**config.mk**
```make
export PLATFORM = sky130hd
export DESIGN_NAME = norm_output_writer_flat
export DESIGN_NICKNAME = d
export VERILOG_FILES = /design/src/rtl/norm_output_writer_if.sv /design/src/rtl/norm_output_writer.sv /design/src/flat_wrapper.sv
export SDC_FILE = /design/constraint.sdc
export NUM_CORES = 1
export LEC_CHECK = 0
export BUFFER_PORTS_ARGS = -buffer_cell sky130_fd_sc_hd__buf_2
export CAP_MARGIN = 20
export CORE_MARGIN = 2
export CORE_UTILIZATION = 35
export DETAILED_ROUTE_END_ITERATION = 12
export GPL_TIMING_DRIVEN = 0
export SYNTH_ARGS = -nofsm -noshare
export SYNTH_HDL_FRONTEND = slang
export SYNTH_SLANG_ARGS = --single-unit
```
**constraint.sdc**
```tcl
create_clock -name clk -period 4.6 [get_ports clk]
set_input_delay 0.69 -clock clk [delete_from_list [all_inputs] [get_ports clk]]
set_output_delay 0.69 -clock clk [all_outputs]
set_load 0.1 [all_outputs]
```
**src/rtl/norm_output_writer_if.sv**
```systemverilog
// norm_output_writer_if: column stream in from the norm stage and BRAM write port out.
interface norm_output_writer_if #(
    parameter int DWIDTH       = 8,
    parameter int MAT_MUL_SIZE = 4,
    parameter int AWIDTH       = 10,
    parameter int MASK_WIDTH   = 4
);
    logic                           in_data_available;
    logic [MAT_MUL_SIZE*DWIDTH-1:0] inp_data;
    logic [MASK_WIDTH-1:0]          validity_mask;
    logic [AWIDTH-1:0]              bram_addr;
    logic [MAT_MUL_SIZE*DWIDTH-1:0] bram_wdata;
    logic [MAT_MUL_SIZE-1:0]        bram_we;
    modport master (
        output in_data_available, inp_data, validity_mask,
        input  bram_addr, bram_wdata, bram_we
    );
    modport slave (
        input  in_data_available, inp_data, validity_mask,
        output bram_addr, bram_wdata, bram_we
    );
endinterface

```
**src/rtl/norm_output_writer.sv**
```systemverilog
// norm_output_writer: writes one tile of MAT_MUL_SIZE norm columns to BRAM at start + k*stride.
module norm_output_writer #(
    parameter int DWIDTH       = 8,
    parameter int MAT_MUL_SIZE = 4,
    parameter int AWIDTH       = 10,
    parameter int MASK_WIDTH   = 4
) (
    input  logic               clk,
    input  logic               reset,
    input  logic               enable_write,
    input  logic [AWIDTH-1:0]  start_addr,
    input  logic [AWIDTH-1:0]  address_stride,
    norm_output_writer_if.slave io,
    output logic               done_write,
    output logic               busy
);
    localparam int CW = $clog2(MAT_MUL_SIZE + 1);
    localparam logic [CW-1:0] LAST = CW'(MAT_MUL_SIZE - 1);
    typedef enum logic [1:0] {IDLE, WRITE, DONE} state_t;
    state_t                         state;
    logic [CW-1:0]                  col_cnt;
    logic [AWIDTH-1:0]              next_addr, stride_q, base, step;
    logic [MASK_WIDTH-1:0]          mask;
    logic [MAT_MUL_SIZE*DWIDTH-1:0] masked;
    logic                           accept, last;
    assign mask   = io.validity_mask;
    assign accept = io.in_data_available && state != DONE;
    assign last   = col_cnt == LAST;
    // In IDLE the live start/stride ports seed the tile; afterwards only the latched copies are used.
    assign base   = state == IDLE ? start_addr : next_addr;
    assign step   = state == IDLE ? address_stride : stride_q;
    for (genvar i = 0; i < MAT_MUL_SIZE; i++) begin : g_lane
        assign masked[i*DWIDTH +: DWIDTH] = mask[i] ? io.inp_data[i*DWIDTH +: DWIDTH] : '0;
    end
    always_ff @(posedge clk or posedge reset) begin
        if (reset) begin
            state         <= IDLE;
            col_cnt       <= '0;
            next_addr     <= '0;
            stride_q      <= '0;
            io.bram_addr  <= '0;
            io.bram_wdata <= '0;
            io.bram_we    <= '0;
            done_write    <= 1'b0;
            busy          <= 1'b0;
        end else if (!enable_write) begin
            state         <= IDLE;
            col_cnt       <= '0;
            next_addr     <= '0;
            stride_q      <= '0;
            io.bram_addr  <= '0;
            io.bram_wdata <= '0;
            io.bram_we    <= '0;
            done_write    <= 1'b0;
            busy          <= 1'b0;
        end else begin
            io.bram_we <= '0;
            if (accept) begin
                io.bram_addr  <= base;
                io.bram_wdata <= masked;
                io.bram_we    <= mask[MAT_MUL_SIZE-1:0];
                next_addr     <= base + step;
                stride_q      <= step;
                col_cnt       <= col_cnt + 1'b1;
                state         <= last ? DONE : WRITE;
                busy          <= !last;
                done_write    <= last;
            end
        end
    end
endmodule

```
**src/flat_wrapper.sv**
```systemverilog
// flat-port wrapper written by rule: the top's interface ports become plain ports
module norm_output_writer_flat 
#(
    parameter int DWIDTH       = 8,
    parameter int MAT_MUL_SIZE = 4,
    parameter int AWIDTH       = 10,
    parameter int MASK_WIDTH   = 4
)
  (clk, reset, enable_write, start_addr, address_stride, done_write, busy, io_in_data_available, io_inp_data, io_validity_mask, io_bram_addr, io_bram_wdata, io_bram_we);
  norm_output_writer_if #(.DWIDTH(DWIDTH), .MAT_MUL_SIZE(MAT_MUL_SIZE), .AWIDTH(AWIDTH), .MASK_WIDTH(MASK_WIDTH)) io_i ();
  input  logic clk;
  input  logic reset;
  input  logic enable_write;
  input  logic [AWIDTH-1:0] start_addr;
  input  logic [AWIDTH-1:0] address_stride;
  output logic done_write;
  output logic busy;
  input wire logic [$bits(io_i.in_data_available)-1:0] io_in_data_available;
  input wire logic [$bits(io_i.inp_data)-1:0] io_inp_data;
  input wire logic [$bits(io_i.validity_mask)-1:0] io_validity_mask;
  output wire logic [$bits(io_i.bram_addr)-1:0] io_bram_addr;
  output wire logic [$bits(io_i.bram_wdata)-1:0] io_bram_wdata;
  output wire logic [$bits(io_i.bram_we)-1:0] io_bram_we;
  assign io_i.in_data_available = io_in_data_available;
  assign io_i.inp_data = io_inp_data;
  assign io_i.validity_mask = io_validity_mask;
  assign io_bram_addr = io_i.bram_addr;
  assign io_bram_wdata = io_i.bram_wdata;
  assign io_bram_we = io_i.bram_we;
  norm_output_writer #(.DWIDTH(DWIDTH), .MAT_MUL_SIZE(MAT_MUL_SIZE), .AWIDTH(AWIDTH), .MASK_WIDTH(MASK_WIDTH)) u_core (.clk(clk), .reset(reset), .enable_write(enable_write), .start_addr(start_addr), .address_stride(address_stride), .io(io_i), .done_write(done_write), .busy(busy));
endmodule
```
==> results.cfg, run 1 <==
[finish]
final_util = 0.459
multi_input_area_mm2 = 0.00136
antennaDiodeCount = 0
regArea_mm2 = 0.00178
final_common_cell = buf_2
fill_cells = 850
areaGrowthSynthToFinish_pct = 28.5
layout_common_cells = buf_2, dfrtp_1, a22o_1
layout-drive-gt1-share = 0.413
num-nets-final = 457
layoutNonFillerInstCount = 501

[power]
combPwrFrac = 0.255
pwr_density_cell_mw_per_mm2 = 399
ir_drop_uv = 156
p_seq_frac = 0.409
power.switching_mw = 0.554
internal-power_mw = 1.11
clkPwrFrac = 0.336
p_leak_nw = 2.21
switching_share = 0.332
power.total_mw = 1.67

[die]
die_area_mm2 = 0.0101
die_y_um = 100
start_util = 0.357
num_rows = 35
dieWidth_um = 100
top_level_ports = 108
coreArea_mm2 = 0.00911

[worst_setup_path]
crit_type = reg2reg
path_cells = nor2_1 -> buf_2 -> mux2_2 -> ha_1 -> inv_1 -> fa_1 -> nor2b_4 -> o31ai_4 -> a2111oi_4 -> or3_1 -> a32o_1
cp.required_ns = 4.84
rr_endpoint = u_core.next_addr[8]$_DFFE_PP0P_
rr_worst_depth = 11
crit_family = simple AND/OR/NAND/NOR gates
worstSetupStartpoint = u_core.state[0]$_DFFE_PP0P_
endpoint_kind = flip-flop
timing.rr.start = u_core.state[0]$_DFFE_PP0P_
crit_path_top_delay_cell = dfrtp_1
cp.arrival_ns = 3.39
path_depth = 11
critPathCapture = u_core.next_addr[8]$_DFFE_PP0P_
critPathMaxFanout = 10
cp-start-kind = flip-flop
ff2ff_setup_slack_ns = 1.44
cp.buffers_inverters = 2
max_stage_delay_ns = 0.41

[grt]
grt-ovfl-total = 0
grt_usage = 0.166
antenna_found_initial = 0
grt_pass1_wl_um = 12900
grt_max_degree = 72
grt_pass1_vias = 2535

[clock_tree]
cts_max_path_buffers = 2
htreeDepth = 3
insertion_delay_ns = 0.34
cts_num_sinks = 71
path_clk_slew_ns = 0.08
cts_hold_buf = 0
cts_resized = 0
cts_root_buf = clkbuf_8
cts_buffers = 9
cts_tree = built
cts_setup_buffers = 0

[min_path]
hold_class = in2async

[sta]
grt_setup_unrepaired = false
clock_skew_ns = 0.00825
finalHoldViolCount = 0
setup_viol = 0
drv_slew = 0
tightest_slew_ns = 0.549
finalSetupTns_ns = 0
min_period_ns = 3.16
post-route-period-util = 0.687
fmax_mhz = 317
max_slew_margin = 0.634

[synth]
synthDistinctLibCells = 37
ys_warn_count = 0
async_flop_share = 1.00
syn_area_mm2 = 0.00325
ys.flop_type = dfrtp_1
syn_inst = 266
ys_seq_area_frac = 0.546
synth-edff-count = 0
ys_ff_latch = 71
syn_area_per_cell_um2 = 12.2
mappedNetlistNets = 338

[routing]
wirelength_um = 8160
vias = 2573
ant_nets = 0
wire_per_inst_um = 16.3
firstDrtPassIters = 4
drtIter0Drc = 86
route.detailed.drc = 0
routed_via_density = 5.14

[place]
gp_congestion = 0.863
dp.cells = 485
dp_hpwl_um = 5760
io_buffer_count = 107

[outcome]
status = finished, final reports clean

[job]
max_cap_violations = 0
## cell type report
| cell class | instances | area share |
|---|---|---|
| Clock inverter | 5 | 0.0195 |
| Clock buffer | 11 | 0.0338 |
| Multi-Input combinational cell | 170 | 0.326 |
| Sequential cell | 71 | 0.425 |
| Timing Repair Buffer | 108 | 0.135 |
| Tap cell | 111 | 0.0332 |
| Buffer | 18 | 0.0207 |
| Inverter | 7 | 0.00689 |
## routing by layer
metal | track usage | part of all wire
met5 | 0 | 0
met4 | 0.0790 | 0.028
met3 | 0.0418 | 0.073
met2 | 0.249 | 0.43
met1 | 0.224 | 0.47
## cells by family after synthesis
logic type	Yosys count	share of synthesized area
multiplexers	20	0.0677
XOR/XNOR	6	0.0162
buffers and inverters	25	0.0346
flip-flops	71	0.546
adder cells (fa/ha/maj)	12	0.0485
AO/OA/AOI/OAI	86	0.216
AND/OR/NAND/NOR	46	0.0704
## stage by stage
step | hold WS, ns | worst slack [ns] | area (um2)
2_1_floorplan | 0.446 | 1.34 | 3250
3_3_place_gp | 0.465 | 1.15 | 3930
3_5_place_dp | 0.470 | 1.42 | 3960
4_1_cts | 0.432 | 1.40 | 4180
5_1_grt | 0.447 | 1.25 | 4180
6_report | 0.423 | 1.44 | 4180
## worst register-to-register path, cell delays in order (launching register included)
cell and delay [ns]:
dfrtp_1 0.41, nor2_1 0.28, buf_2 0.34, mux2_2 0.38
ha_1 0.25, inv_1 0.08, fa_1 0.25, nor2b_4 0.07
o31ai_4 0.28, a2111oi_4 0.13, or3_1 0.32, a32o_1 0.25
## sequential cells by signal, summed over array words and instances (netlist names)
register,count
u_core.state,2
u_core.col_cnt,3
u_core.next_addr,10
u_core.io.bram_wdata,32
u_core.io.bram_addr,10
u_core.stride_q,10
u_core.io.bram_we,4
## power groups by stage
stage / registers [mW] / clock network (mW) / logic, mW
2_1_floorplan: 0.833 / 0 / 0.189
3_3_place_gp: 0.694 / 0 / 0.420
3_5_place_dp: 0.696 / 0 / 0.426
4_1_cts: 0.683 / 0.573 / 0.428
5_1_grt: 0.688 / 0.601 / 0.460
6_report: 0.683 / 0.561 / 0.426
## synth_stat cells, drive strengths merged, types with 4 or more instances
| cell | instances | area, um2 |
|---|---|---|
| a21oi | 4 | 20.0 |
| a22o | 51 | 447 |
| and2 | 6 | 37.5 |
| buf | 14 | 70.1 |
| clkbuf | 4 | 16.3 |
| dfrtp | 71 | 1780 |
| ha | 11 | 138 |
| inv | 7 | 26.3 |
| mux2 | 16 | 180 |
| mux2i | 4 | 40.0 |
| nand2 | 16 | 60.1 |
| nor2 | 9 | 33.8 |
| nor3 | 4 | 25.0 |
| o21ai | 17 | 85.1 |
## worst min-delay path by stage
stage	startpoint	to	slack, ns	cells after the start
after global routing	reset	u_core.io.bram_wdata[10]$_DFFE_PP0P_	0.45	3
after global placement	u_core.stride_q[1]$_DFFE_PP0P_	u_core.stride_q[1]$_DFFE_PP0P_	0.46	2
final	reset	u_core.io.bram_wdata[11]$_DFFE_PP0P_	0.42	3
after CTS	reset	u_core.io.bram_addr[5]$_DFFE_PP0P_	0.43	3
after floorplan	u_core.next_addr[2]$_DFFE_PP0P_	u_core.next_addr[2]$_DFFE_PP0P_	0.45	2
after detailed placement	u_core.io.bram_addr[9]$_DFFE_PP0P_	u_core.io.bram_addr[9]$_DFFE_PP0P_	0.47	2
(Power assumes the default switching activity.)
==> inputs of run 2 (changes only) <==
Clock period 4.6 ns to 2.64 ns, I/O delays scaled along.
==> run 2 against run 1 <==
Effect of this change: the flow now finishes with violations (negative setup slack); worst hold slack lost 0.18 ns; first-iteration DRC count grew 42%; flip-flop and latch count is the same; worst setup slack lost 1.5 ns; maximum frequency grew 18%; clock power grew 69%; cell area grew 5.8%; non-clock buffer count grew 12; critical path type unchanged; largest cell class unchanged; largest power group unchanged.
==> results.cfg, run 2 (same netlist as run 1, synthesis figures left out) <==
[place]
io_buffer_count = 107
dp.cells = 484
pre_cts_ws_ns = -0.134
dp_hpwl_um = 5770
gp_congestion = 0.891

[finish]
largest_register_ffs = 32
num-nets-final = 469
multi_input_area_mm2 = 0.00151
layoutNonFillerInstCount = 512
top_register = u_core.io.bram_wdata
regArea_mm2 = 0.00178
areaGrowthSynthToFinish_pct = 36.0
layout-drive-gt1-share = 0.476
layout_common_cells = buf_2, dfrtp_1, a22o_1
final_common_cell = buf_2
antennaDiodeCount = 0
fill_cells = 827

[worst_setup_path]
worstSetupStartpoint = u_core.state[0]$_DFFE_PP0P_
critPathMaxFanout = 6
cp.required_ns = 2.88
crit_type = reg2reg
rr_endpoint = u_core.next_addr[8]$_DFFE_PP0P_
ff2ff_setup_slack_ns = -0.04
critPathCapture = u_core.next_addr[8]$_DFFE_PP0P_
cp-start-kind = flip-flop
cp.arrival_ns = 2.92
endpoint_kind = flip-flop
rr_worst_depth = 11
timing.rr.start = u_core.state[0]$_DFFE_PP0P_

[power]
power.total_mw = 2.99
internal-power_mw = 1.98
power.switching_mw = 1.01
ir_drop_uv = 213
p_seq_frac = 0.399
pwr_density_cell_mw_per_mm2 = 677
clkPwrFrac = 0.317
p_leak_nw = 2.27
combPwrFrac = 0.284
switching_share = 0.338

[clock_tree]
insertion_delay_ns = 0.35
cts_hold_buf = 0
cts_buffers = 9
cts_tree = built
path_clk_slew_ns = 0.08
cts_max_path_buffers = 2
cts_root_buf = clkbuf_8
cts_num_sinks = 71
htreeDepth = 3

[sta]
hold_ws_ns = 0.243
drv_slew = 0
clock_skew_ns = 0.00886
setup_slack_ns = -0.0357
max_slew_margin = 0.424
finalHoldViolCount = 0
fmax_mhz = 374
post-route-period-util = 1.01
setup_viol = 2
grt_setup_unrepaired = true
min_period_ns = 2.68
tightest_slew_ns = 0.865

[grt]
grt_use_met3 = 0.0320
grt_pass1_vias = 2684
busiest_layer = met2
antenna_found_initial = 0
grt-ovfl-total = 0
grt_max_degree = 72
grt_usage = 0.168
grtUsageMet1 = 0.221
use_met2 = 0.275
grt_pass1_wl_um = 13300

[outcome]
status = finished with violations
violations = negative setup slack

[routing]
route.detailed.drc = 0
vias = 2630
wire_per_inst_um = 16.5
drtIter0Drc = 122
ant_nets = 0
firstDrtPassIters = 4
wirelength_um = 8430
routed_via_density = 5.14

[die]
num_rows = 35
top_level_ports = 108
die_y_um = 100
coreArea_mm2 = 0.00911
dieWidth_um = 100
die_area_mm2 = 0.0101
start_util = 0.357

[min_path]
hold_class = in2async

[job]
max_cap_violations = 0
-- run 2: routing by layer --
| layer | share of wire | wire, um |
|---|---|---|
| met1 | 0.47 | 3940 |
| met2 | 0.46 | 3890 |
| met3 | 0.059 | 499 |
| met4 | 0.011 | 91 |
| met5 | 0 | 0 |
-- run 2: cell type report --
| type | count | area share |
|---|---|---|
| flip-flops and latches | 71 | 0.402 |
| well taps | 111 | 0.0314 |
| inverters | 7 | 0.00707 |
| clock inverters | 6 | 0.0195 |
| clock buffers | 9 | 0.0280 |
| repair buffers | 120 | 0.146 |
| plain buffers | 18 | 0.0246 |
| multi-input cells | 170 | 0.341 |
-- run 2: repair_timing --
action                                  CTS  global route
endpoints found under the setup margin    5             5
endpoints found under the hold margin     0             0
setup buffers                            11             2
pin swaps                                 6             4
gates resized for setup                   5            17
-- run 2: worst min-delay path by stage --
| stage | cells past startpoint | endpoint |
|---|---|---|
| floorplan | 2 | u_core.next_addr[2]$_DFFE_PP0P_ |
| global placement | 2 | u_core.next_addr[5]$_DFFE_PP0P_ |
| detailed placement | 2 | u_core.next_addr[5]$_DFFE_PP0P_ |
| CTS | 2 | u_core.io.bram_wdata[24]$_DFFE_PP0P_ |
| global route | 2 | u_core.io.bram_wdata[24]$_DFFE_PP0P_ |
| finish | 2 | u_core.io.bram_addr[7]$_DFFE_PP0P_ |
-- run 2: power groups by stage --
stage / registers [mW] / logic [mW] / clock network (mW)
floorplan: 1.45 / 0.346 / 0
global placement: 1.21 / 0.749 / 0
detailed placement: 1.21 / 0.758 / 0
CTS: 1.19 / 0.801 / 0.969
global route: 1.20 / 0.907 / 1.01
finish: 1.19 / 0.850 / 0.950
-- run 2: through the flow --
step	util	instance area (um2)	TNS [ns]
after global routing	0.486	4420	-0.243
after global placement	0.437	3980	-33.18
final	0.486	4420	-0.0632
after CTS	0.474	4320	-0.0695
after detailed placement	0.438	3990	-0.336
after floorplan	-	3310	-0.410
-- run 2: worst max-delay path, stage by stage (launching register included) --
cell and delay (ns):
dfrtp_2 0.43, nor2_4 0.20, buf_8 0.16, mux2_4 0.32, ha_4 0.18, inv_4 0.05, fa_2 0.23, nor2b_4 0.06
o31ai_4 0.26, a2111oi_4 0.13, or3_1 0.32, a32o_1 0.25
==> inputs of run 3 (changes only) <==
Settings changed: CORE_MARGIN 2 to 3.
Clock period 2.64 ns to 2.5 ns, I/O delays scaled along.
==> run 3 against run 2 <==
Effect of this change: the run still ends with negative setup slack left; via count fell by 1.7%; sequential power rose by 6%; flip-flop and latch count did not move; highest routed layer unchanged; critical endpoint is now u_core.next_addr[6]$_DFFE_PP0P_.
==> results.cfg, run 3 (same netlist as run 1, synthesis figures left out) <==
[place]
io_buffer_count = 107
dp.cells = 481
dp_hpwl_um = 5700
gp_congestion = 0.834

[finish]
layoutNonFillerInstCount = 505
layout_common_cells = buf_2, dfrtp_1, a22o_1
antennaDiodeCount = 0
final_common_cell = buf_2
final_util = 0.487
largest_register_ffs = 32
layout-drive-gt1-share = 0.461
areaGrowthSynthToFinish_pct = 33.2
num-nets-final = 464
top_register = u_core.io.bram_wdata

[job]
max_cap_violations = 0

[clock_tree]
path_clk_slew_ns = 0.08
cts_buffers = 9
cts_root_buf = clkbuf_8
cts_num_sinks = 71
cts_max_path_buffers = 2
insertion_delay_ns = 0.34
htreeDepth = 3
cts_tree = built

[power]
clkPwrFrac = 0.334
p_leak_nw = 2.24
ir_drop_uv = 251
combPwrFrac = 0.266
p_seq_frac = 0.400
power.switching_mw = 1.06
switching_share = 0.336
internal-power_mw = 2.10
pwr_density_cell_mw_per_mm2 = 729

[worst_setup_path]
rr_endpoint = u_core.next_addr[6]$_DFFE_PP0P_
crit_type = reg2reg
cp-start-kind = flip-flop
ff2ff_setup_slack_ns = -0.18
endpoint_kind = flip-flop
path_cells = nor2_4 -> buf_8 -> mux2_4 -> ha_4 -> inv_2 -> fa_2 -> nor2b_4 -> o31ai_4 -> a21boi_1 -> or3_1 -> a32o_1
timing.rr.start = u_core.state[0]$_DFFE_PP0P_
max_stage_delay_ns = 0.43
cp.arrival_ns = 2.92
critPathCapture = u_core.next_addr[6]$_DFFE_PP0P_
crit_path_top_delay_cell = dfrtp_2
worstSetupStartpoint = u_core.state[0]$_DFFE_PP0P_
rr_worst_depth = 11
critPathMaxFanout = 7
cp.required_ns = 2.74

[sta]
fmax_mhz = 373
grt_setup_unrepaired = true
min_period_ns = 2.68
finalHoldViolCount = 0
max_slew_margin = 0.419
drv_slew = 0
clock_skew_ns = 0.00827
post-route-period-util = 1.07
setup_viol = 4
setup_slack_ns = -0.182
tightest_slew_ns = 0.871

[die]
num_rows = 34
start_util = 0.366
coreArea_mm2 = 0.00889
top_level_ports = 108
die_area_mm2 = 0.0105
dieWidth_um = 102
die_y_um = 102

[outcome]
status = finished with violations
violations = negative setup slack

[grt]
grt_usage = 0.158
grt_pass1_wl_um = 12800
grt_pass1_vias = 2604
grt_max_degree = 72
antenna_found_initial = 0
grt-ovfl-total = 0

[routing]
wirelength_um = 8090
vias = 2584
route.detailed.drc = 0
drtIter0Drc = 86
ant_nets = 0
wire_per_inst_um = 16.0
routed_via_density = 5.12
firstDrtPassIters = 4

[min_path]
hold_class = in2async
[run 3: cell count changes in the layout (fill, tap and decap cells not counted), sizes merged]
cell      delta
buf          -6
clkbuf       +2
clkinv       -2
clkinvlp     +1
inv          +1
[run 3: through the flow]
stage               instance area (um2)  total power [mW]  setup TNS (ns)  worst slack [ns]  hold WS, ns
finish                             4330              3.15          -0.425            -0.182        0.227
global route                       4330              3.32           -1.12            -0.273        0.224
detailed placement                 3980              2.08           -1.10            -0.269        0.470
global placement                   3980              2.07          -42.10            -0.802        0.466
CTS                                4300              3.18          -0.585            -0.200        0.222
floorplan                          3310              1.90           -1.03            -0.338        0.446
[run 3: layout make-up]
class                      instances  area, um2
clock buffer                      10        138
buffer                            18        106
sequential                        71       1780
tap                              108        135
timing repair buffer             115        596
fill                             832       4560
multi-input combinational        170       1460
inverter                           7       28.8
clock inverter                     6       92.6
[run 3: worst min-delay path by stage]
stage | to | depth (start not counted) | slack [ns] | start
finish | u_core.io.bram_wdata[13]$_DFFE_PP0P_ | 2 | 0.23 | reset
global route | u_core.io.bram_wdata[6]$_DFFE_PP0P_ | 2 | 0.22 | io_inp_data[6]
CTS | u_core.io.bram_wdata[6]$_DFFE_PP0P_ | 2 | 0.22 | io_inp_data[6]
detailed placement | u_core.io.bram_addr[1]$_DFFE_PP0P_ | 2 | 0.47 | u_core.io.bram_addr[1]$_DFFE_PP0P_
global placement | u_core.stride_q[1]$_DFFE_PP0P_ | 2 | 0.47 | u_core.stride_q[1]$_DFFE_PP0P_
floorplan | u_core.next_addr[2]$_DFFE_PP0P_ | 2 | 0.45 | u_core.next_addr[2]$_DFFE_PP0P_
[run 3: repair_timing]
action,in CTS,in global routing
endpoints found under the hold margin,0,0
resized for setup,8,4
setup endpoints to repair,5,5
pin swaps,6,2
hold buffers,0,0
buffers inserted,6,2
[run 3: worst max-delay path: cells and delay by family (launching register included)]
kind                       cells  cell delay [ns]
and+or+nand+nor                3             0.57
adders and majority gates      2             0.40
AOI/OAI and AO/OA              3             0.64
muxes                          1             0.32
DFF                            1             0.43
buffers and inverters          2             0.23
[run 3: power groups by stage]
stage               Sequential [mW]  Clock [mW]  Combinational [mW]
global placement               1.28           0               0.789
global route                   1.27        1.14               0.908
floorplan                      1.53           0               0.366
detailed placement             1.28           0               0.798
CTS                            1.26        1.09               0.829
finish                         1.26        1.05               0.839
[run 3: layer usage]
metal | part of all wire | track usage | wire (um)
met1 | 0.45 | 0.203 | 3660
met2 | 0.49 | 0.260 | 3940
met3 | 0.050 | 0.0375 | 401
met4 | 0.012 | 0.0585 | 98
met5 | 0 | 0 | 0
